===== src/rtl/slot_alloc.sv =====
// Free-slot allocator: find-first-set over a registered free bitmap, one offer per cycle, 1-cycle offer latency.
// The offer is held stable while not accepted; illegal releases are dropped and flagged with a one-cycle pulse.
module slot_alloc #(
    parameter int NUM_SLOTS = 8,
    parameter int MODE      = 0,
    localparam int IDX_W    = $clog2(NUM_SLOTS),
    localparam int CNT_W    = $clog2(NUM_SLOTS + 1)
) (
    input  logic             clk_i,
    input  logic             rst_i,
    output logic             alloc_valid_o,
    output logic [IDX_W-1:0] alloc_idx_o,
    input  logic             alloc_ready_i,
    input  logic             free_valid_i,
    input  logic [IDX_W-1:0] free_idx_i,
    output logic [CNT_W-1:0] free_cnt_o,
    output logic             double_free_o
);

    localparam logic [IDX_W:0]         SLOT_LIMIT = (IDX_W + 1)'(NUM_SLOTS);
    localparam logic [NUM_SLOTS-1:0]   ONE_HOT0   = {{(NUM_SLOTS - 1){1'b0}}, 1'b1};

    logic [NUM_SLOTS-1:0] free_map;
    logic [NUM_SLOTS-1:0] free_map_nxt;
    logic [NUM_SLOTS-1:0] cand_mask;
    logic [NUM_SLOTS-1:0] rel_mask;
    logic                 cand_found;
    logic [IDX_W-1:0]     cand_idx;
    logic                 load;
    logic                 take;
    logic                 idx_in_range;
    logic                 slot_taken;
    logic                 offer_hit;
    logic                 rel_ok;

    // Last match in the scan wins, so the scan direction sets the priority.
    always_comb begin
        cand_found = 1'b0;
        cand_idx   = '0;
        if (MODE == 0) begin
            for (int i = NUM_SLOTS - 1; i >= 0; i--) begin
                if (free_map[i]) begin
                    cand_found = 1'b1;
                    cand_idx   = IDX_W'(i);
                end
            end
        end else begin
            for (int i = 0; i < NUM_SLOTS; i++) begin
                if (free_map[i]) begin
                    cand_found = 1'b1;
                    cand_idx   = IDX_W'(i);
                end
            end
        end
    end

    always_comb begin
        load         = ~alloc_valid_o | alloc_ready_i;
        take         = load & cand_found;
        idx_in_range = ({1'b0, free_idx_i} < SLOT_LIMIT);
        rel_mask     = idx_in_range ? (ONE_HOT0 << free_idx_i) : '0;
        cand_mask    = take ? (ONE_HOT0 << cand_idx) : '0;
        slot_taken   = ((free_map & rel_mask) == '0);
        // The offered slot is already cleared in the map but is not the releaser's to return.
        offer_hit    = alloc_valid_o & (alloc_idx_o == free_idx_i);
        rel_ok       = free_valid_i & idx_in_range & slot_taken & ~offer_hit;
        free_map_nxt = (free_map & ~cand_mask) | (rel_ok ? rel_mask : '0);
    end

    always_ff @(posedge clk_i) begin
        if (rst_i) begin
            free_map      <= '1;
            alloc_valid_o <= 1'b0;
            alloc_idx_o   <= '0;
            free_cnt_o    <= CNT_W'(NUM_SLOTS);
            double_free_o <= 1'b0;
        end else begin
            free_map      <= free_map_nxt;
            if (load) begin
                alloc_valid_o <= cand_found;
                if (cand_found) begin
                    alloc_idx_o <= cand_idx;
                end
            end
            free_cnt_o    <= free_cnt_o + CNT_W'(rel_ok) - CNT_W'(take);
            double_free_o <= free_valid_i & ~rel_ok;
        end
    end

endmodule


===== config.mk =====
export PLATFORM = sky130hd
export DESIGN_NAME = slot_alloc
export DESIGN_NICKNAME = d
export VERILOG_FILES = /design/src/rtl/slot_alloc.sv
export SDC_FILE = /design/constraint.sdc
export NUM_CORES = 1
export LEC_CHECK = 0
export BUFFER_PORTS_ARGS = -buffer_cell sky130_fd_sc_hd__buf_4
export CAP_MARGIN = 5
export CORE_ASPECT_RATIO = 0.8
export CORE_MARGIN = 3
export CORE_UTILIZATION = 58
export CTS_CLUSTER_DIAMETER = 100
export DETAILED_ROUTE_END_ITERATION = 8
export PLACE_DENSITY = 0.86
export SYNTH_ARGS = -nofsm -noshare
export SYNTH_HDL_FRONTEND = slang
export SYNTH_SLANG_ARGS = --single-unit

===== constraint.sdc =====
create_clock -name clk_i -period 7.25 [get_ports clk_i]
set_input_delay 1.0875 -clock clk_i [delete_from_list [all_inputs] [get_ports clk_i]]
set_output_delay 1.0875 -clock clk_i [all_outputs]
set_load 0.005 [all_outputs]

==> flow_metrics.py, run 1 <==
metrics = {
    "cells_and_area": {
        "stdcell_count": 151,
        "flow.area_growth_from_synthesis_pct": 14.2,
        "area_used_by_multi_input_combinational_logic_um2": 576,
        "insertedDiodeCount": 0,
        "final_layout_size_suffix_gt1_share_pct": 18.5,
        "finish.net_count": 143,
        "n_fill_cell": 108,
        "sequential_cell_area_um2": 340,
    },
    "drt": {
        "viasPerCell": 5.90,
        "ant_nets": 0,
        "finalWirelength_mm": 2.21,
        "routedWlPerCell_um": 14.6,
        "drt_first_iter_violations": 46,
        "drt_first_pass_iters": 4,
        "route.vias.total": 891,
        "route.detailed.drc": 0,
    },
    "synth": {
        "synth.yosys.warnings": 0,
        "synth_top_family_by_area": "compound AO/OA/AOI/OAI gates",
        "synth.net_count": 128,
        "xor_xnor_fraction_of_synth_area_pct": 5.36,
        "postSynth.topFlopCell": "sky130_fd_sc_hd__dfxtp_1",
        "synth_top_area_share_pct": 34.7,
        "synth-edff-count": 0,
        "netlist_top_cells_area": "sky130_fd_sc_hd__dfxtp_1 35%, sky130_fd_sc_hd__ha_1 5.1%, sky130_fd_sc_hd__a21oi_1 4.6%",
        "synth_fa_ha_area_share_pct": 7.14,
        "multiplexer_share_of_the_synthesized_area_pct": 2.04,
        "avgSynthCellArea_um2": 8.46,
        "synth_area_leader_cell": "sky130_fd_sc_hd__dfxtp_1",
        "ys_async_sr_fraction_pct": 0,
        "synthMostInstantiatedCell": "sky130_fd_sc_hd__dfxtp_1",
        "synth.cells.most_frequent": "17 x sky130_fd_sc_hd__dfxtp_1, 9 x sky130_fd_sc_hd__a21oi_1, 9 x sky130_fd_sc_hd__inv_1, 8 x sky130_fd_sc_hd__nand2_1, 8 x sky130_fd_sc_hd__nor2_1",
        "syn-instance-count": 116,
        "ys_seq_area_share_pct": 34.7,
        "yosys_register_bits": 17,
        "yosys.area_share.simple_pct": 20.7,
        "share_of_the_synthesized_area_in_compound_gates_ao_oa_aoi_oai_pct": 23.5,
        "mappedNetlistArea_um2": 981,
        "netlist-cell-type-count": 38,
    },
    "global_routing": {
        "grt_max_degree": 15,
        "grt_usage_pct": 21.2,
        "grt_pass1_vias": 792,
        "wire_length_of_the_first_global_routing_pass_mm": 3.55,
        "grt_overflow": 0,
        "antenna_found_initial": 0,
    },
    "clock_tree": {
        "cts_resized": 0,
        "clock_tree.root_cell": "sky130_fd_sc_hd__clkbuf_4",
        "ctsHoldBuffers": 0,
        "clock_tree.htree_level_count": 1,
        "cts_tree": "done",
        "cts.reportedPaths.clkPinSlew_ns": 0.10,
        "cts_buffer_depth": 2,
        "numClockSinks": 17,
        "clk-insertion-delay-late_ns": 0.29,
        "postCtsSetupBuffers": 0,
        "tritoncts.num_buffers": 3,
    },
    "sta": {
        "rsz_0062_raised_after_global_routing": "no",
        "setup_violation_total_in_the_final_timing_report": 0,
        "final-max-slew-violation-count": 0,
        "fmax_ghz": 0.355,
        "fin_tns_setup_ns": 0,
        "min_period_ns": 2.82,
        "worst_rel_slew_slack_pct": 71.6,
        "final.period_utilization_pct": 38.8,
        "timing.final.ws_setup_ns": 4.43,
        "hold_viol": 0,
        "worst_slew_pin_slew_ns": 0.422,
        "worst_clock_skew_ns": 0.00986,
    },
    "setup_path": {
        "crit_fanout": 14,
        "setup.worst_path.class": "in2reg",
        "timing.critical_path.required_ns": 7.45,
        "critPathCaptureType": "flip-flop",
        "cp-start-kind": "primary input",
        "r2r_setup_slack_ns": 4.72,
        "launch_instance_of_the_worst_register_to_register_path": "free_map[3]",
        "critical_path_arrival_ns": 3.02,
        "worstReg2RegEnd": "free_cnt_o[2]",
        "reg2regPathDepth": 10,
    },
    "hold_path": {
        "holdPathEnd": "alloc_idx_o[0]",
        "worst_hold_path_type": "reg2reg",
        "hp-start": "alloc_idx_o[0]",
        "timing.hold.worst_path_depth": 2,
    },
    "run": {
        "drv_cap": 0,
    },
    "power": {
        "power_frac_comb_pct": 30.7,
        "switching_share_pct": 31.5,
        "intPower_mw": 0.164,
        "power_density_nw_per_um2": 213,
        "sequentialPowerShare_pct": 48.3,
        "static_leakage_nw": 0.458,
        "share_clk_of_total_power_pct": 21.0,
        "net-switching-power_mw": 0.0753,
        "ir_worst_vdd_mv": 0.207,
    },
    "outcome": {
        "outcome": "finished, final reports clean",
    },
    "placed_design": {
        "gpl_wtd_cong": 0.873,
        "placement.setup.worst_slack_ns": 4.15,
        "port_buffers": 15,
        "hpwl_mm": 1.64,
        "dpl.cell_count": 147,
    },
    "floorplan": {
        "die-width_um": 52.0,
        "rows": 12,
        "initial_core_util_pct": 66.0,
        "die_height_um": 42.8,
        "core-area_um2": 1490,
        "pin_count": 16,
        "die_area_um2": 2220,
    },
}
stage by stage:
stage	hold WS [ns]	cell area [um^2]	utilization [%]	power, mW
final	0.494	1120	75.3	0.239
after CTS	0.493	1120	75.3	0.240
after detailed placement	0.480	1090	73.5	0.190
after global routing	0.518	1120	75.3	0.256
after global placement	0.470	1090	73.5	0.188
after floorplan	0.473	981	-	0.164
layer usage:
layer  share of wire [%]  vias to the layer above  track usage (%)
met5                   0                        -                0
met4                 1.3                        0             5.24
met3                  10                        4             9.82
met2                  42                       44             30.6
met1                  46                      400             28.4
li1                    -                      443                -
power groups by stage:
stage | registers [mW] | clock network (mW) | logic (mW)
5_1_grt | 0.118 | 0.0559 | 0.0824
6_report | 0.115 | 0.0502 | 0.0735
4_1_cts | 0.115 | 0.0512 | 0.0735
3_5_place_dp | 0.118 | 0 | 0.0722
3_3_place_gp | 0.117 | 0 | 0.0709
2_1_floorplan | 0.116 | 0 | 0.0488
critical path, cell delays in order:
cell and delay, ns:
sky130_fd_sc_hd__buf_4 0.17, sky130_fd_sc_hd__xnor2_1 0.14, sky130_fd_sc_hd__a41oi_2 0.38, sky130_fd_sc_hd__nand2_1 0.10, sky130_fd_sc_hd__ha_1 0.28, sky130_fd_sc_hd__inv_1 0.05
sky130_fd_sc_hd__ha_1 0.15, sky130_fd_sc_hd__inv_1 0.05, sky130_fd_sc_hd__fa_1 0.38, sky130_fd_sc_hd__xor2_1 0.17, sky130_fd_sc_hd__nor2_1 0.05
flip-flops by register name (all words and copies together) (netlist names):
name           flops
double_free_o      1
free_cnt_o         4
free_map           8
alloc_valid_o      1
alloc_idx_o        3
cells in the final DEF (no fill, tap or decap), types with 2 or more instances in the layout:
cell,synthesis,final
sky130_fd_sc_hd__ha_1,4,4
sky130_fd_sc_hd__a21o_1,2,2
sky130_fd_sc_hd__clkbuf_4,0,3
sky130_fd_sc_hd__xnor2_1,4,4
sky130_fd_sc_hd__nand2b_1,2,2
sky130_fd_sc_hd__nand2_1,8,8
sky130_fd_sc_hd__or4_4,2,2
sky130_fd_sc_hd__a211oi_1,2,2
sky130_fd_sc_hd__mux2i_1,2,2
sky130_fd_sc_hd__o211ai_1,2,2
sky130_fd_sc_hd__nand3_1,7,7
sky130_fd_sc_hd__xor2_1,2,2
sky130_fd_sc_hd__inv_1,9,9
sky130_fd_sc_hd__dfxtp_1,17,17
sky130_fd_sc_hd__a21oi_1,9,9
sky130_fd_sc_hd__o21ai_0,7,7
sky130_fd_sc_hd__buf_4,0,15
sky130_fd_sc_hd__nor2b_1,5,5
sky130_fd_sc_hd__nor2_1,8,8
sky130_fd_sc_hd__nor4_1,2,2
worst max-delay path by stage:
| stage | slack (ns) | cells past startpoint | start | endpoint |
|---|---|---|---|---|
| 2_1_floorplan | 4.19 | 12 | free_idx_i[2] | free_cnt_o[2] |
| 6_report | 4.43 | 11 | free_idx_i[2] | free_cnt_o[2] |
| 4_1_cts | 4.46 | 11 | free_idx_i[2] | free_cnt_o[2] |
| 3_3_place_gp | 4.20 | 11 | free_idx_i[2] | free_cnt_o[2] |
| 5_1_grt | 4.32 | 11 | free_idx_i[2] | free_cnt_o[2] |
| 3_5_place_dp | 4.15 | 11 | free_idx_i[2] | free_cnt_o[2] |
kinds of logic (layout without fill, tap and decap cells):
group	count (synthesis)	in the layout
AOI/OAI and AO/OA	33	33
DFF	17	17
adders and majority gates	5	5
buffers and inverters	15	29
xor gates and xnor gates	6	6
and+or+nand+nor	38	38
muxes	2	2
cell type report:
type                            count  area share, %
Tap cell                           21           2.35
Timing Repair Buffer               15           10.1
Multi-Input combinational cell     84           51.4
Sequential cell                    17           30.4
Inverter                           10           3.35
Clock inverter                      1          0.447
Clock buffer                        3           2.01
No activity file was read; power rests on OpenSTA's default activity.
==> inputs of run 2 (changes only) <==
--- a/config.mk
+++ b/config.mk
@@ -9,10 +9,10 @@
 export CAP_MARGIN = 5
 export CORE_ASPECT_RATIO = 0.8
 export CORE_MARGIN = 3
-export CORE_UTILIZATION = 58
+export CORE_UTILIZATION = 49
 export CTS_CLUSTER_DIAMETER = 100
 export DETAILED_ROUTE_END_ITERATION = 8
-export PLACE_DENSITY = 0.86
+export PLACE_DENSITY = 0.78
 export SYNTH_ARGS = -nofsm -noshare
 export SYNTH_HDL_FRONTEND = slang
 export SYNTH_SLANG_ARGS = --single-unit
==> constraint.sdc (replaced) <==
create_clock -name clk_i -period 2.28 [get_ports clk_i]
set_input_delay 0.342 -clock clk_i [delete_from_list [all_inputs] [get_ports clk_i]]
set_output_delay 0.342 -clock clk_i [all_outputs]
set_load 0.005 [all_outputs]
==> run 2 against run 1 <==
First-iteration DRC count up 35%. Register-to-register slack got worse by 4.7 ns. Wire length up 19%. Core utilization up 0.87 points. Clock skew is 0.0035 ns lower. Total power grew to 3.4 times the previous value. Clock power increased to 3.3 times the previous value. Design area increased by 20%. Non-clock buffer count up 24.
==> flow_metrics.py, run 2 (same netlist as run 1, synthesis figures left out) <==
metrics = {
    "outcome": {
        "outcome": "finished, final reports clean",
    },
    "sta": {
        "final-max-slew-violation-count": 0,
        "worst_rel_slew_slack_pct": 64.3,
        "worst_clock_skew_ns": 0.00633,
        "fmax_ghz": 0.449,
        "min_period_ns": 2.23,
        "worst_hold_slack_ns": 0.305,
        "fin_tns_setup_ns": 0,
        "setup_violation_total_in_the_final_timing_report": 0,
        "worst_slew_pin_slew_ns": 0.530,
        "rsz_0062_raised_after_global_routing": "yes",
        "final.period_utilization_pct": 97.7,
        "hold_viol": 0,
    },
    "cells_and_area": {
        "final_layout_size_suffix_gt1_share_pct": 37.0,
        "final_cell_mix": "39 x sky130_fd_sc_hd__buf_4, 13 x sky130_fd_sc_hd__dfxtp_1, 8 x sky130_fd_sc_hd__nand2_1, 8 x sky130_fd_sc_hd__nor2_1, 8 x sky130_fd_sc_hd__a21oi_1",
        "flow.area_growth_from_synthesis_pct": 36.5,
        "sequential_cell_area_um2": 345,
        "max_flop_register": "free_map",
        "area_used_by_multi_input_combinational_logic_um2": 607,
        "insertedDiodeCount": 0,
        "postLayoutCellArea_um2": 1340,
        "mostFrequentLayoutCell": "sky130_fd_sc_hd__buf_4",
        "stdcell_count": 176,
        "n_fill_cell": 129,
        "finish.net_count": 167,
        "largest_reg_flops": 8,
        "largest_registers": "free_map x8, free_cnt_o x4, alloc_idx_o x3",
    },
    "floorplan": {
        "rows": 13,
        "die_area_um2": 2580,
        "core-area_um2": 1760,
        "pin_count": 16,
        "die_height_um": 46.0,
        "die-width_um": 56.0,
        "initial_core_util_pct": 55.8,
    },
    "global_routing": {
        "grt_overflow": 0,
        "grt_usage_pct": 22.7,
        "wire_length_of_the_first_global_routing_pass_mm": 4.47,
        "grt_pass1_vias": 925,
        "grt_use_met3_pct": 6.23,
        "gr-usage-met1_pct": 31.5,
        "globalRoute.busiestLayer": "met2",
        "gr_met2_demand_resource_pct": 35.0,
        "antenna_found_initial": 0,
        "grt_max_degree": 14,
    },
    "setup_path": {
        "crit_chain": "or4_4 -> o21ai_4 -> inv_2 -> ha_4 -> inv_4 -> ha_4 -> inv_2 -> fa_2 -> xor2_1 -> nor2_1",
        "r2r_setup_slack_ns": 0.05,
        "crit_fanout": 2,
        "crit_path_max_incr_delay_ns": 0.55,
        "slowest_stage": "sky130_fd_sc_hd__or4_4",
        "timing.critical_path.from": "free_map[4]",
        "critical_path.endpoint": "free_cnt_o[2]",
        "launch_instance_of_the_worst_register_to_register_path": "free_map[4]",
        "timing.critical_path.required_ns": 2.47,
        "setup.worst_path.class": "reg2reg",
        "cp-start-kind": "flip-flop",
        "critPathCaptureType": "flip-flop",
        "reg2regPathDepth": 10,
        "worstReg2RegEnd": "free_cnt_o[2]",
        "critical_path_arrival_ns": 2.42,
    },
    "drt": {
        "routedWlPerCell_um": 14.9,
        "drt_first_iter_violations": 62,
        "viasPerCell": 5.79,
        "route.vias.total": 1019,
        "ant_nets": 0,
        "drt_first_pass_iters": 4,
        "route.detailed.drc": 0,
        "finalWirelength_mm": 2.62,
    },
    "run": {
        "drv_cap": 0,
    },
    "clock_tree": {
        "clk-insertion-delay-late_ns": 0.29,
        "cts.reportedPaths.clkPinSlew_ns": 0.10,
        "numClockSinks": 17,
        "clock_tree.root_cell": "sky130_fd_sc_hd__clkbuf_4",
        "tritoncts.num_buffers": 3,
        "cts_tree": "done",
        "clock_tree.htree_level_count": 1,
        "cts_buffer_depth": 2,
    },
    "power": {
        "p_total_mw": 0.819,
        "ir_worst_vdd_mv": 0.812,
        "power_density_nw_per_um2": 612,
        "static_leakage_nw": 0.565,
    },
    "placed_design": {
        "dpl.cell_count": 169,
        "gpl_wtd_cong": 1.00,
        "port_buffers": 15,
        "hpwl_mm": 1.91,
        "postPlaceCellArea_um2": 1250,
    },
    "hold_path": {
        "worst_hold_path_type": "in2reg",
    },
}
run 2: report_power, final:
part | internal, mW | switching [mW]
clock network | 0.0680 | 0.0958
registers | 0.332 | 0.0335
logic | 0.159 | 0.131
run 2: worst max-delay path, delay by kind of cell (launching register included):
| kind | cells | cell delay (ns) |
|---|---|---|
| AOI/OAI and AO/OA | 1 | 0.19 |
| xor gates and xnor gates | 1 | 0.16 |
| adders and majority gates | 3 | 0.68 |
| buffers and inverters | 3 | 0.15 |
| DFF | 1 | 0.33 |
| and+or+nand+nor | 2 | 0.61 |
run 2: repair_timing:
item	in CTS	in global routing
setup endpoints to repair	3	3
setup buffers	2	1
pin swaps	6	9
hold buffers	0	0
gates resized for setup	7	3
endpoints found under the hold margin	0	0
run 2: metrics by stage:
stage / util (%) / setup WS [ns]
after floorplan: - / -0.0120
after global placement: 71.4 / -0.00999
after detailed placement: 71.4 / -0.0778
after CTS: 75.4 / 0.0125
after global routing: 76.2 / -0.0205
final: 76.2 / 0.0514
run 2: worst min path at each step:
| stage | start | end | slack [ns] | depth (start not counted) |
|---|---|---|---|---|
| final | rst_i | free_cnt_o[1] | 0.31 | 2 |
| after global routing | rst_i | free_cnt_o[1] | 0.29 | 2 |
| after CTS | rst_i | free_cnt_o[1] | 0.30 | 2 |
| after detailed placement | alloc_idx_o[1] | alloc_idx_o[1] | 0.48 | 2 |
| after global placement | alloc_idx_o[1] | alloc_idx_o[1] | 0.48 | 2 |
| after floorplan | rst_i | free_cnt_o[0] | 0.41 | 1 |
run 2: routing by layer:
metal	part of all wire, %	vias up
met5	0	-
met4	2.4	0
met3	10	8
met2	42	62
met1	46	462
li1	-	487
run 2: layout make-up:
cell class                 instances  share of cell area (%)
tap                               22                    2.06
sequential                        17                    25.8
multi-input combinational         84                    45.3
inverter                          10                    2.99
timing repair buffer              39                    21.9
clock buffer                       4                    1.96
